===== src/rtl/evm_pkg.sv =====
// Shared constants for the ballot front end: party codes, button bit positions
// and the ballot FSM state type.
package evm_pkg;

   localparam logic [3:0] PARTY_NONE = 4'b0000;
   localparam logic [3:0] PARTY_BJP  = 4'b0001;
   localparam logic [3:0] PARTY_INC  = 4'b0010;
   localparam logic [3:0] PARTY_RJD  = 4'b0011;
   localparam logic [3:0] PARTY_JDU  = 4'b0100;
   localparam logic [3:0] PARTY_BSP  = 4'b0101;
   localparam logic [3:0] PARTY_SP   = 4'b0110;
   localparam logic [3:0] PARTY_NCP  = 4'b0111;
   localparam logic [3:0] PARTY_INP  = 4'b1000;
   localparam logic [3:0] PARTY_NOTA = 4'b1001;

   localparam int unsigned BTN_BJP  = 0;
   localparam int unsigned BTN_INC  = 1;
   localparam int unsigned BTN_RJD  = 2;
   localparam int unsigned BTN_JDU  = 3;
   localparam int unsigned BTN_BSP  = 4;
   localparam int unsigned BTN_SP   = 5;
   localparam int unsigned BTN_NCP  = 6;
   localparam int unsigned BTN_INP  = 7;
   localparam int unsigned BTN_NOTA = 8;
   localparam int unsigned NUM_BTN  = 9;

   typedef enum logic [2:0] {LOCKED, ARMED, SETUP, STROBE, WAIT_REL} ballot_state_t;

   // Only meaningful for a one-hot pattern; the FSM guarantees that at latch time.
   function automatic logic [3:0] party_code(input logic [NUM_BTN-1:0] btn);
      logic [3:0] code;
      code = PARTY_NONE;
      case (1'b1)
         btn[BTN_BJP]:  code = PARTY_BJP;
         btn[BTN_INC]:  code = PARTY_INC;
         btn[BTN_RJD]:  code = PARTY_RJD;
         btn[BTN_JDU]:  code = PARTY_JDU;
         btn[BTN_BSP]:  code = PARTY_BSP;
         btn[BTN_SP]:   code = PARTY_SP;
         btn[BTN_NCP]:  code = PARTY_NCP;
         btn[BTN_INP]:  code = PARTY_INP;
         btn[BTN_NOTA]: code = PARTY_NOTA;
         default:       code = PARTY_NONE;
      endcase
      return code;
   endfunction

   function automatic logic [3:0] btn_popcount(input logic [NUM_BTN-1:0] btn);
      logic [3:0] cnt;
      cnt = '0;
      for (int unsigned i = 0; i < NUM_BTN; i++) begin
         cnt = cnt + 4'(btn[i]);
      end
      return cnt;
   endfunction

endpackage


===== src/rtl/evm_debounce.sv =====
// Multi-stage synchroniser plus a saturating stability counter over a vector.
// The counter restarts on any pattern change or when the owner asserts clear_i.
module evm_debounce #(
   parameter int unsigned WIDTH         = 9,
   parameter int unsigned SYNC_STAGES   = 2,
   parameter int unsigned STABLE_CYCLES = 16
) (
   input  logic             clk,
   input  logic             rst,
   input  logic [WIDTH-1:0] din_i,
   input  logic             clear_i,
   output logic [WIDTH-1:0] sync_o,
   output logic             stable_o
);

   localparam int unsigned CW = $clog2(STABLE_CYCLES + 1);

   logic [WIDTH-1:0] sync_q [SYNC_STAGES];
   logic [WIDTH-1:0] prev_q;
   logic [CW-1:0]    cnt_q, cnt_d;
   logic             changed;

   assign sync_o  = sync_q[SYNC_STAGES-1];
   assign changed = (sync_o != prev_q);
   // A change in the current cycle vetoes acceptance even if the count is full.
   assign stable_o = (cnt_q == CW'(STABLE_CYCLES)) && !changed;

   always_comb begin
      cnt_d = cnt_q;
      if (clear_i || changed) begin
         cnt_d = '0;
      end else if (cnt_q != CW'(STABLE_CYCLES)) begin
         cnt_d = cnt_q + 1'b1;
      end
   end

   always_ff @(posedge clk or posedge rst) begin
      if (rst) begin
         for (int unsigned i = 0; i < SYNC_STAGES; i++) sync_q[i] <= '0;
         prev_q <= '0;
         cnt_q  <= '0;
      end else begin
         sync_q[0] <= din_i;
         for (int unsigned i = 1; i < SYNC_STAGES; i++) sync_q[i] <= sync_q[i-1];
         prev_q <= sync_o;
         cnt_q  <= cnt_d;
      end
   end

endmodule


===== src/rtl/evm_ballot_unit.sv =====
// Voter-side ballot front end: one debounced one-hot press per ballot release,
// converted to a party code and an en strobe for the downstream vote counter.
module evm_ballot_unit
   import evm_pkg::*;
#(
   parameter int unsigned SYNC_STAGES     = 2,
   parameter int unsigned DEBOUNCE_CYCLES = 16,
   parameter int unsigned STROBE_CYCLES   = 2,
   parameter int unsigned TOTAL_W         = 16
) (
   input  logic               clk,
   input  logic               rst,
   input  logic               ballot_release,
   input  logic [NUM_BTN-1:0] party_btn,
   output logic [3:0]         button_code,
   output logic               vote_en,
   output logic               ready_led,
   output logic               busy_led,
   output logic               multi_err,
   output logic [TOTAL_W-1:0] total_cast
);

   localparam int unsigned SW = $clog2(STROBE_CYCLES + 1);

   ballot_state_t      state_q, state_d;
   logic [NUM_BTN-1:0] btn_sync;
   logic               btn_stable, db_clear, one_hot;
   logic [3:0]         pop;
   logic               rel_sync_q [SYNC_STAGES];
   logic               rel_prev_q, rel_rise;
   logic [3:0]         code_q, code_d;
   logic [TOTAL_W-1:0] total_q, total_d;
   logic [SW-1:0]      str_cnt_q, str_cnt_d;
   logic               multi_q, multi_d;

   evm_debounce #(
      .WIDTH         (NUM_BTN),
      .SYNC_STAGES   (SYNC_STAGES),
      .STABLE_CYCLES (DEBOUNCE_CYCLES)
   ) u_btn_db (
      .clk      (clk),
      .rst      (rst),
      .din_i    (party_btn),
      .clear_i  (db_clear),
      .sync_o   (btn_sync),
      .stable_o (btn_stable)
   );

   assign pop      = btn_popcount(btn_sync);
   assign one_hot  = (pop == 4'd1);
   assign rel_rise = rel_sync_q[SYNC_STAGES-1] && !rel_prev_q;

   // The shared counter tracks one-hot stability in ARMED and all-zero in WAIT_REL.
   always_comb begin
      case (state_q)
         ARMED:    db_clear = !one_hot;
         WAIT_REL: db_clear = (btn_sync != '0);
         default:  db_clear = 1'b1;
      endcase
   end

   always_ff @(posedge clk or posedge rst) begin
      if (rst) state_q <= LOCKED;
      else     state_q <= state_d;
   end

   always_comb begin
      state_d = state_q;
      case (state_q)
         LOCKED:   if (rel_rise) state_d = ARMED;
         ARMED:    if (btn_stable && one_hot) state_d = SETUP;
         SETUP:    state_d = STROBE;
         STROBE:   if (str_cnt_q == SW'(STROBE_CYCLES - 1)) state_d = WAIT_REL;
         WAIT_REL: if (btn_stable && (btn_sync == '0)) state_d = LOCKED;
         default:  state_d = LOCKED;
      endcase
   end

   always_comb begin
      ready_led = (state_q == ARMED);
      busy_led  = (state_q == SETUP) || (state_q == STROBE) || (state_q == WAIT_REL);
      vote_en   = (state_q == STROBE);
   end

   always_comb begin
      code_d = code_q;
      if (state_q == ARMED && state_d == SETUP)     code_d = party_code(btn_sync);
      if (state_q == WAIT_REL && state_d == LOCKED) code_d = PARTY_NONE;
      total_d   = total_q + TOTAL_W'(state_q == STROBE && state_d == WAIT_REL);
      str_cnt_d = (state_q == STROBE) ? str_cnt_q + 1'b1 : '0;
      multi_d   = (state_q == ARMED) && (pop > 4'd1);
   end

   always_ff @(posedge clk or posedge rst) begin
      if (rst) begin
         for (int unsigned i = 0; i < SYNC_STAGES; i++) rel_sync_q[i] <= 1'b0;
         rel_prev_q <= 1'b0;
         code_q     <= '0;
         total_q    <= '0;
         str_cnt_q  <= '0;
         multi_q    <= 1'b0;
      end else begin
         rel_sync_q[0] <= ballot_release;
         for (int unsigned i = 1; i < SYNC_STAGES; i++) rel_sync_q[i] <= rel_sync_q[i-1];
         rel_prev_q <= rel_sync_q[SYNC_STAGES-1];
         code_q     <= code_d;
         total_q    <= total_d;
         str_cnt_q  <= str_cnt_d;
         multi_q    <= multi_d;
      end
   end

   assign button_code = code_q;
   assign total_cast  = total_q;
   assign multi_err   = multi_q;

endmodule


===== config.mk =====
export PLATFORM = sky130hd
export DESIGN_NAME = evm_ballot_unit
export DESIGN_NICKNAME = d
export VERILOG_FILES = /design/src/rtl/evm_pkg.sv /design/src/rtl/evm_debounce.sv /design/src/rtl/evm_ballot_unit.sv
export SDC_FILE = /design/constraint.sdc
export NUM_CORES = 1
export LEC_CHECK = 0
export BUFFER_PORTS_ARGS = -buffer_cell sky130_fd_sc_hd__buf_2
export CORE_MARGIN = 2
export CORE_UTILIZATION = 31
export DETAILED_ROUTE_END_ITERATION = 12
export PLACE_DENSITY = 0.47
export SYNTH_ARGS = -nofsm -noshare
export SYNTH_HDL_FRONTEND = slang
export SYNTH_SLANG_ARGS = --single-unit

===== constraint.sdc =====
create_clock -name clk -period 3.51 [get_ports clk]
set_input_delay 0.8775 -clock clk [delete_from_list [all_inputs] [get_ports clk]]
set_output_delay 0.8775 -clock clk [all_outputs]
set_load 0.01 [all_outputs]

### Word-level counts from Yosys, hierarchy flattened

Cells that the tools add are included.

* order comparisons: 1
* multiplexer cells: 20
* $add $sub $neg: 11
* reductions and logical operators: 20
* equality and inequality tests: 11

Operators with widths (count)
* $mux 4: 11
* $add 4x1->4: 5
* $add 16x1->16: 1
* $pmux 3 s5: 1
* $mux 3: 4
* $mux 5: 2
* $eq 3x2->1 const B: 3
* $logic_not 9->1: 1
* $ne 9x9->1: 1
* $reduce_bool 9->1: 1
* $logic_and 1x1->1: 8
* $eq 3x3->1 const B: 2
* $logic_not 3->1: 2
* $add 5x1->5 const B: 1
* $eq 5x5->1 const B: 1
* $ne 5x5->1 const B: 1
* $add 3x1->4: 1
* $eq 4x1->1 const B: 1
* $gt 4x1->1 const B: 1
* $reduce_bool 2->1: 2
* $add 2x1->3: 1
* $eq 3x1->1 const B: 1
* $logic_not 1->1: 3
* $logic_or 1x1->1: 3
* other kinds (5): 5

* flip-flop bits (word level): 61
* input port bits: 12
* output and inout bits: 24

### Depth between registers and ports, before layout

Gate-level depths: netlist of run 1.

* depth after elaboration: 16
* depth in mapped cells: 12
* gate-level depth less buffers: 12

### Cells and area by module

A second synthesis of run 1 with hierarchy kept.

* cells, all modules: 223
* area total of the unflattened synthesis: 2692.6 µm²

By module, submodules not included
* evm_ballot_unit: cells each 146, sequential area each 725.7 µm², area an instance 1556.5 µm², times used 1
* evm_debounce: cells each 77, sequential area each 800.8 µm², area an instance 1136.1 µm², times used 1

### Least setup slack after synthesis of run 1

No wires, ideal clock.

* path kind: register to register
* start: register u_btn_db.sync_q (netlist bit u_btn_db.sync_o[0])
* end: register code_q[1], in the netlist button_code[1]
* clock period less this slack: 3.883 ns
* cell stages (with the launch flop): 11
* arrival time: 3.788 ns
* required time: 3.415 ns
* path slack: -0.373 ns
* path buffers: 0
* cells stage by stage: dfrtp_1 > fa_1 > inv_1 > fa_1 > fa_1 > fa_1 > inv_1 > fa_1 > or3_1 > or3_4 > o31ai_1

* cells in the longest elaborated chain, start to end: 15
* elaborated cells between the ends (all ways): 26
* those cells by class: 8 x add/sub; 3 x eq/ne; 6 x mux; 9 x reduce/logical

Ends and longest elaborated chain
* start: declaration: RTL line evm_debounce.sv:18 `logic [WIDTH-1:0] sync_q [SYNC_STAGES];`
* $add 1x1->2: RTL line evm_pkg.sv:52 `cnt = cnt + 4'(btn[i]);`
* $add 2x1->3: RTL line evm_pkg.sv:52
* $add 3x1->4: RTL line evm_pkg.sv:52
* $add 4x1->4 (5 in series): RTL line evm_pkg.sv:52
* $eq 4x1->1: RTL line evm_ballot_unit.sv:50 `assign one_hot = (pop == 4'd1);`
* $logic_and 1x1->1: RTL line evm_ballot_unit.sv:71 `ARMED: if (btn_stable && one_hot) state_d = SETUP;`
* $mux 3: RTL line evm_ballot_unit.sv:71
* $pmux 3 s5: RTL line evm_ballot_unit.sv:69 `case (state_q)`
* $eq 3x2->1 or $logic_not 3->1 (tied branches): RTL line evm_ballot_unit.sv:87, evm_ballot_unit.sv:88
* $logic_and 1x1->1 (on tied branches): RTL line evm_ballot_unit.sv:87, evm_ballot_unit.sv:88
* $reduce_bool 2->1 (no line) or $mux 4 (tied branches)
* end signal: assignment: RTL line evm_ballot_unit.sv:106 `code_q <= code_d;`
* end: declaration: RTL line evm_ballot_unit.sv:31 `logic [3:0] code_q, code_d;`

Several ways; a longest one is shown, not always the timed one. The select of a mux whose other input is x is not followed.
A chain may end at the register's enable or synchronous reset.

### Worst setup path after layout of run 1

Same ends and word-level chain as after synthesis.

==> results of run 1 <==
worst min path at each step:
stage          depth (start not counted)                 end                 from  slack [ns]
2_1_floorplan                          0  u_btn_db.sync_o[0]   u_btn_db.sync_q[9]        0.33
3_3_place_gp                           0  u_btn_db.sync_o[7]  u_btn_db.sync_q[16]        0.33
3_5_place_dp                           0  u_btn_db.sync_o[7]  u_btn_db.sync_q[16]        0.33
4_1_cts                                0  u_btn_db.sync_o[7]  u_btn_db.sync_q[16]        0.35
5_1_grt                                0  u_btn_db.sync_o[8]  u_btn_db.sync_q[17]        0.36
6_report                               0  u_btn_db.sync_o[5]  u_btn_db.sync_q[14]        0.35
critical path, delay by kind of cell, from the launching register on:
family | cells | cell delay, ns
adders and majority gates | 5 | 2.24
and+or+nand+nor | 2 | 0.79
DFF | 1 | 0.41
AOI/OAI and AO/OA | 1 | 0.19
buffers and inverters | 2 | 0.11
Yosys cell counts:
master and count:
dfrtp_1 61, inv_1 19, nor2_1 15, xnor2_1 14, xor2_1 13, nand2_1 12
nand3_1 10, ha_1 8, and3_1 5, fa_1 5, o21ai_0 4, nand2b_1 3
nand4_1 3, nor3_1 3, o31ai_1 3, a21oi_1 2, and4_1 2, nor2b_1 2
nor3_2 2, nor4_4 2, o2bb2ai_1 2, or3_1 2, or3_4 2, a211oi_1 1
a221oi_1 1, a31oi_1 1, clkbuf_1 1, mux2i_1 1, nand4_2 1, nor3b_1 1
o21ai_1 1, o21bai_1 1, o22a_2 1, or4_2 1
per-layer routing:
layer | vias up | share of wire | routed length (microns)
li1 | 798 | - | -
met1 | 738 | 0.51 | 2280
met2 | 29 | 0.42 | 1860
met3 | 13 | 0.048 | 216
met4 | 0 | 0.024 | 107
met5 | - | 0 | 0
metrics by stage:
step | total power (W) | hold WS [ns] | utilization | setup TNS (ns) | cells
2_1_floorplan | 0.000854 | 0.331 | - | -1.66 | 205
3_3_place_gp | 0.000900 | 0.335 | 0.360 | -2.22 | 351
3_5_place_dp | 0.000902 | 0.335 | 0.360 | -2.65 | 351
4_1_cts | 0.00166 | 0.350 | 0.390 | -2.54 | 368
5_1_grt | 0.00173 | 0.356 | 0.394 | -4.04 | 370
6_report | 0.00166 | 0.349 | 0.394 | -2.67 | 370
timing repair:
item / in CTS / in global routing
cloned: 0 / 0
buffers inserted: 1 / 2
setup endpoints to repair: 11 / 11
pin swaps: 2 / 4
hold buffers: 0 / 0
gates resized for setup: 1 / 5
power breakdown:
part / internal (W) / leakage, nW / switching (W)
Clock: 0.000470 / 0.117 / 0.000273
Sequential: 0.000727 / 0.775 / 0.0000130
Combinational: 0.0000832 / 0.656 / 0.0000893
Total: 0.00128 / 1.55 / 0.000376
cell type report:
class / count / area share
sequential: 61 / 0.479
multi-input combinational: 124 / 0.306
timing repair buffer: 45 / 0.0785
clock buffer: 11 / 0.0412
tap: 105 / 0.0412
clock inverter: 5 / 0.0314
inverter: 19 / 0.0224
state kept, by name, summed over array words and instances, names as in the netlist:
register         cells
u_btn_db.cnt_q       5
state_q              3
button_code          4
rel_sync_q           2
u_btn_db.prev_q      9
str_cnt_q            2
rel_prev_q           1
u_btn_db.sync_o      9
total_cast          16
u_btn_db.sync_q      9
multi_err            1
cells by family (layout without fill, tap and decap cells):
group / after synthesis / in the layout
adder cells (fa/ha/maj): 13 / 13
multiplexers: 1 / 1
AND/OR/NAND/NOR: 66 / 66
flip-flops: 61 / 61
XOR/XNOR: 27 / 27
buffers and inverters: 20 / 80
AO/OA/AOI/OAI: 17 / 17
==> out/qor.yml, run 1 <==
cap_viol_max_count: 0
ys_top_cells_by_area: "dfrtp_1, xnor2_1, xor2_1"
synth-seq-area-share: 0.597
cp_max_fo: 5
htreeDepth: 3
netlist_area_sq_mm: 0.00255
cp-end-kind: "flip-flop"
io_buffer_count: 35
synth_top_area_share: 0.597
met2_usage: 0.148
yosys_warnings: 0
synth_compound_area_frac: 0.0451
synth-simple-area-share: 0.153
synth_adder_area_share: 0.0784
n_antenna_cell: 0
crit_type: "flip-flop to flip-flop"
min_period_over_period: 1.10
final_common_cell: "dfrtp_1"
clockBufferDepth: 2
worstSetupStartpointType: "flip-flop"
hpwl_mm: 3.05
synthXorXnorAreaFrac: 0.0926
slew_violations: 0
crit_end: "button_code[1]"
leakage_nw: 1.55
grt_pass1_vias: 1539
cts.sinks: 61
syn_area_per_cell_sq_um: 12.5
path_cells: "fa_1 -> inv_1 -> fa_1 -> fa_1 -> fa_2 -> inv_2 -> fa_1 -> or3_4 -> or3_4 -> o31ai_1"
p_per_area_mw_per_mm2: 519
drc: 0
slew_headroom: 0.502
via_per_inst: 4.26
irDropWorstVdd_mv: 0.192
syn_nets: 230
tightest_slew_ns: 0.747
crit_path_max_incr_delay_ns: 0.53
min-delay-path-class: "flip-flop to flip-flop"
worstPathArrival_ns: 4.09
cts_tree: "done"
synth_top_area_cell: "dfrtp_1"
startpoint: "u_btn_db.sync_o[0]"
crit_required_ns: 3.76
wl_per_cell_microns: 12.0
mostFrequentLayoutCells: "dfrtp_1, buf_2, inv_1"
synth_cells: 205
dieArea_sq_mm: 0.00898
cts-root-buf: "clkbuf_8"
rows: 33
num_vias: 1578
cp_slowest_cell: "fa_1"
grt_pass1_wl_mm: 7.44
rrSetupSlack_ns: -0.34
die_y_microns: 94.8
synth_top_family_by_area: "simple AND/OR/NAND/NOR gates"
grt-busiest-layer: "met1"
place_congestion: 0.754
clk_latency_ns: 0.34
fin_area_sq_mm: 0.00319
layout_setup_ws_ns: -0.336
hold_violations: 0
synthMuxAreaShare: 0.00392
groute.layer.met3.usage: 0.0391
placed_area_sq_mm: 0.00291
grt_util_all_layers: 0.111
rsz0062_at_grt: "true"
met1_usage: 0.156
ant_nets: 0
finalClockSkew_ns: 0.00918
core_sq_mm: 0.00809
die_w_microns: 94.8
drt-initial-drc-count: 47
r2r_cells: 10
numCtsBuffers: 9
nNetsFinal: 285
gr-total-overflow: 0
outcome: "finished, violations left"
max_freq_mhz: 260
finalSetupViolCount: 11
first_pass_iters: 4
post-place-ws_ns: -0.354
r2r_start: "u_btn_db.sync_o[0]"
start_util: 0.316
failed_checks: "negative setup slack"
synth_cell_types: 34
ios: 36
nFillCells: 833
wl_mm: 4.46
r2r-end: "button_code[1]"
clk_pin_slew_ns: 0.07
drive_above_1_share: 0.291
ys_ff_latch: 61
syn2layout_area_growth_pct: 24.7
grt_max_degree: 62
multiInputGateArea_sq_um: 975
antenna_found_initial: 0
period_minus_slack_ns: 3.85
crit_top_cell: "fa_1"
regArea_sq_mm: 0.00153
Note: power is estimated with default switching activity, not from simulation.
==> run 2, diff against run 1 <==
==> constraint.sdc (replaced) <==
create_clock -name clk -period 3.51 [get_ports clk]
set_input_delay 0.351 -clock clk [delete_from_list [all_inputs] [get_ports clk]]
set_output_delay 0.351 -clock clk [all_outputs]
set_load 0.01 [all_outputs]
==> out/qor.yml, run 2 (synthesized netlist as in run 1, its figures left out) <==
wl_mm: 4.49  # +0.74%
die_y_microns: 94.8  # unchanged
ios: 36  # unchanged
p_switching_w: 0.000369  # -1.8%
die_w_microns: 94.8  # unchanged
crit_type: "flip-flop to flip-flop"
max_freq_mhz: 261  # +0.25%
drt-initial-drc-count: 27  # -43%
placed_area_sq_mm: 0.00291  # unchanged
via_per_inst: 4.28  # +0.32%
nNetsFinal: 285  # unchanged
gr-total-overflow: 0  # unchanged
final_common_cell: "dfrtp_1"
drc: 0  # unchanged
cp-end-kind: "flip-flop"
num_vias: 1583  # +0.32%
irDropWorstVdd_mv: 0.176  # -8.1%
p_int_w: 0.00116  # -9.7%
multiInputGateArea_sq_um: 975  # unchanged
hpwl_mm: 3.19  # +4.5%
hold_violations: 0  # unchanged
worstSetupStartpointType: "flip-flop"
grt_pass1_wl_mm: 7.62  # +2.5%
wl_per_cell_microns: 12.1  # +0.74%
p_sw_frac: 0.242  # +0.0151
n_antenna_cell: 0  # unchanged
worstPathArrival_ns: 4.07  # -0.02 ns
drive_above_1_share: 0.294  # +0.00377
holdBufCountCts: 0  # unchanged
cts-root-buf: "clkbuf_8"
cp_max_fo: 5  # unchanged
antenna_found_initial: 0  # unchanged
clockBufferDepth: 2  # unchanged
regArea_sq_mm: 0.00153  # unchanged
pwr-share-seq: 0.485  # +0.038
syn2layout_area_growth_pct: 23.2
dieArea_sq_mm: 0.00898  # unchanged
first_pass_iters: 4  # unchanged
fin_area_sq_mm: 0.00315  # -1.2%
grt_util_all_layers: 0.113  # +0.00233
outcome: "finished, violations left"
htreeDepth: 3  # unchanged
min_period_over_period: 1.09  # -0.00275
crit_required_ns: 3.75  # about the same
largest_reg_flops: 16  # unchanged
numCtsBuffers: 9  # unchanged
clk_pin_slew_ns: 0.06  # about the same
finalClockSkew_ns: 0.0103  # +0.00108 ns
rsz0062_at_grt: "true"
mostFrequentLayoutCells: "dfrtp_1, buf_2, inv_1"
finalSetupViolCount: 11  # unchanged
grt_max_degree: 35  # -44%
tightest_slew_ns: 0.721  # -0.0261 ns
clk_latency_ns: 0.34  # about the same
nFillCells: 830  # -0.36%
clkPwrFrac: 0.402  # -0.047
rrSetupSlack_ns: -0.33  # about the same
rows: 33  # unchanged
io_buffer_count: 35  # unchanged
grt_pass1_vias: 1600  # +4.0%
core_sq_mm: 0.00809  # unchanged
holdWs_ns: 0.115  # -0.234 ns
cts_tree: "done"
slew_violations: 0  # unchanged
slew_headroom: 0.519  # +0.0167
start_util: 0.316  # unchanged
cap_viol_max_count: 0  # unchanged
place_congestion: 0.758  # +0.56%
leakage_nw: 1.52  # -1.5%
layout_setup_ws_ns: -0.326  # +0.00964 ns
cts.sinks: 61  # unchanged
ant_nets: 0  # unchanged
period_minus_slack_ns: 3.84  # -0.00964 ns
comb_power_share: 0.113  # +0.009
p_per_area_mw_per_mm2: 484  # -6.8%
min-delay-path-class: "primary input to asynchronous set/reset pin"
failed_checks: "negative setup slack"
## run 2: changes by cell type in the layout (fill, tap and decap cells not counted)
cell	delta
bufinv_16	-2
nor2_1	-2
nor2_2	+2
clkbuf_8	+1
clkinvlp_4	+1
or3_1	+1
or3_4	-1
## run 2: repair_timing
action / in CTS / in global routing
setup buffers: 0 / 3
gates resized for setup: 1 / 6
setup endpoints to repair: 11 / 11
pin swaps: 1 / 2
## run 2: per-stage QoR
stage | TNS, ns | std cells | util | power, W | setup slack, ns
2_1_floorplan | -1.66 | 205 | - | 0.000854 | -0.286
3_3_place_gp | -2.24 | 351 | 0.360 | 0.000900 | -0.317
3_5_place_dp | -2.55 | 351 | 0.360 | 0.000904 | -0.352
4_1_cts | -2.46 | 367 | 0.384 | 0.00153 | -0.350
5_1_grt | -3.48 | 370 | 0.389 | 0.00161 | -0.405
6_report | -2.29 | 370 | 0.389 | 0.00152 | -0.326
## run 2: metal layers
layer  global-route usage  up-vias  part of all wire
met3               0.0367        8             0.046
met2                0.159       26              0.43
met5                    0        -                 0
met1                0.156      754              0.50
met4               0.0580        0             0.021
li1                     -      795                 -
## run 2: layout make-up
cell class,instances,share of cell area
Inverter,19,0.0227
Sequential cell,61,0.485
Multi-Input combinational cell,124,0.310
Tap cell,105,0.0417
Timing Repair Buffer,45,0.0795
Clock buffer,12,0.0461
Clock inverter,4,0.0151
## run 2: final timing paths
| check | startpoint | end | cells past startpoint |
|---|---|---|---|
| max | u_btn_db.sync_o[0] | button_code[1] | 10 |
| min | rst | total_cast[10] | 2 |
| max reg2reg | u_btn_db.sync_o[0] | button_code[1] | 10 |
| min reg2reg | u_btn_db.sync_q[12] | u_btn_db.sync_o[3] | 0 |
| max in group asynchronous | rst | u_btn_db.sync_o[0] | 3 |
| min in group clk | ballot_release | rel_sync_q[1] | 1 |
## run 2: power by group through the flow
stage	clock [W]	combinational (W)	sequential, W
global placement	0	0.000148	0.000753
finish	0.000612	0.000173	0.000740
floorplan	0	0.0000974	0.000756
detailed placement	0	0.000151	0.000753
CTS	0.000636	0.000151	0.000740
global route	0.000665	0.000197	0.000743
## run 2: worst max-delay path, cell delays in order (launching register included)
cell and delay, ns:
dfrtp_2 0.41, fa_1 0.53, inv_1 0.05, fa_1 0.49, fa_1 0.43, fa_2 0.36
inv_2 0.06, fa_1 0.43, or3_4 0.38, or3_4 0.40, o31ai_1 0.20
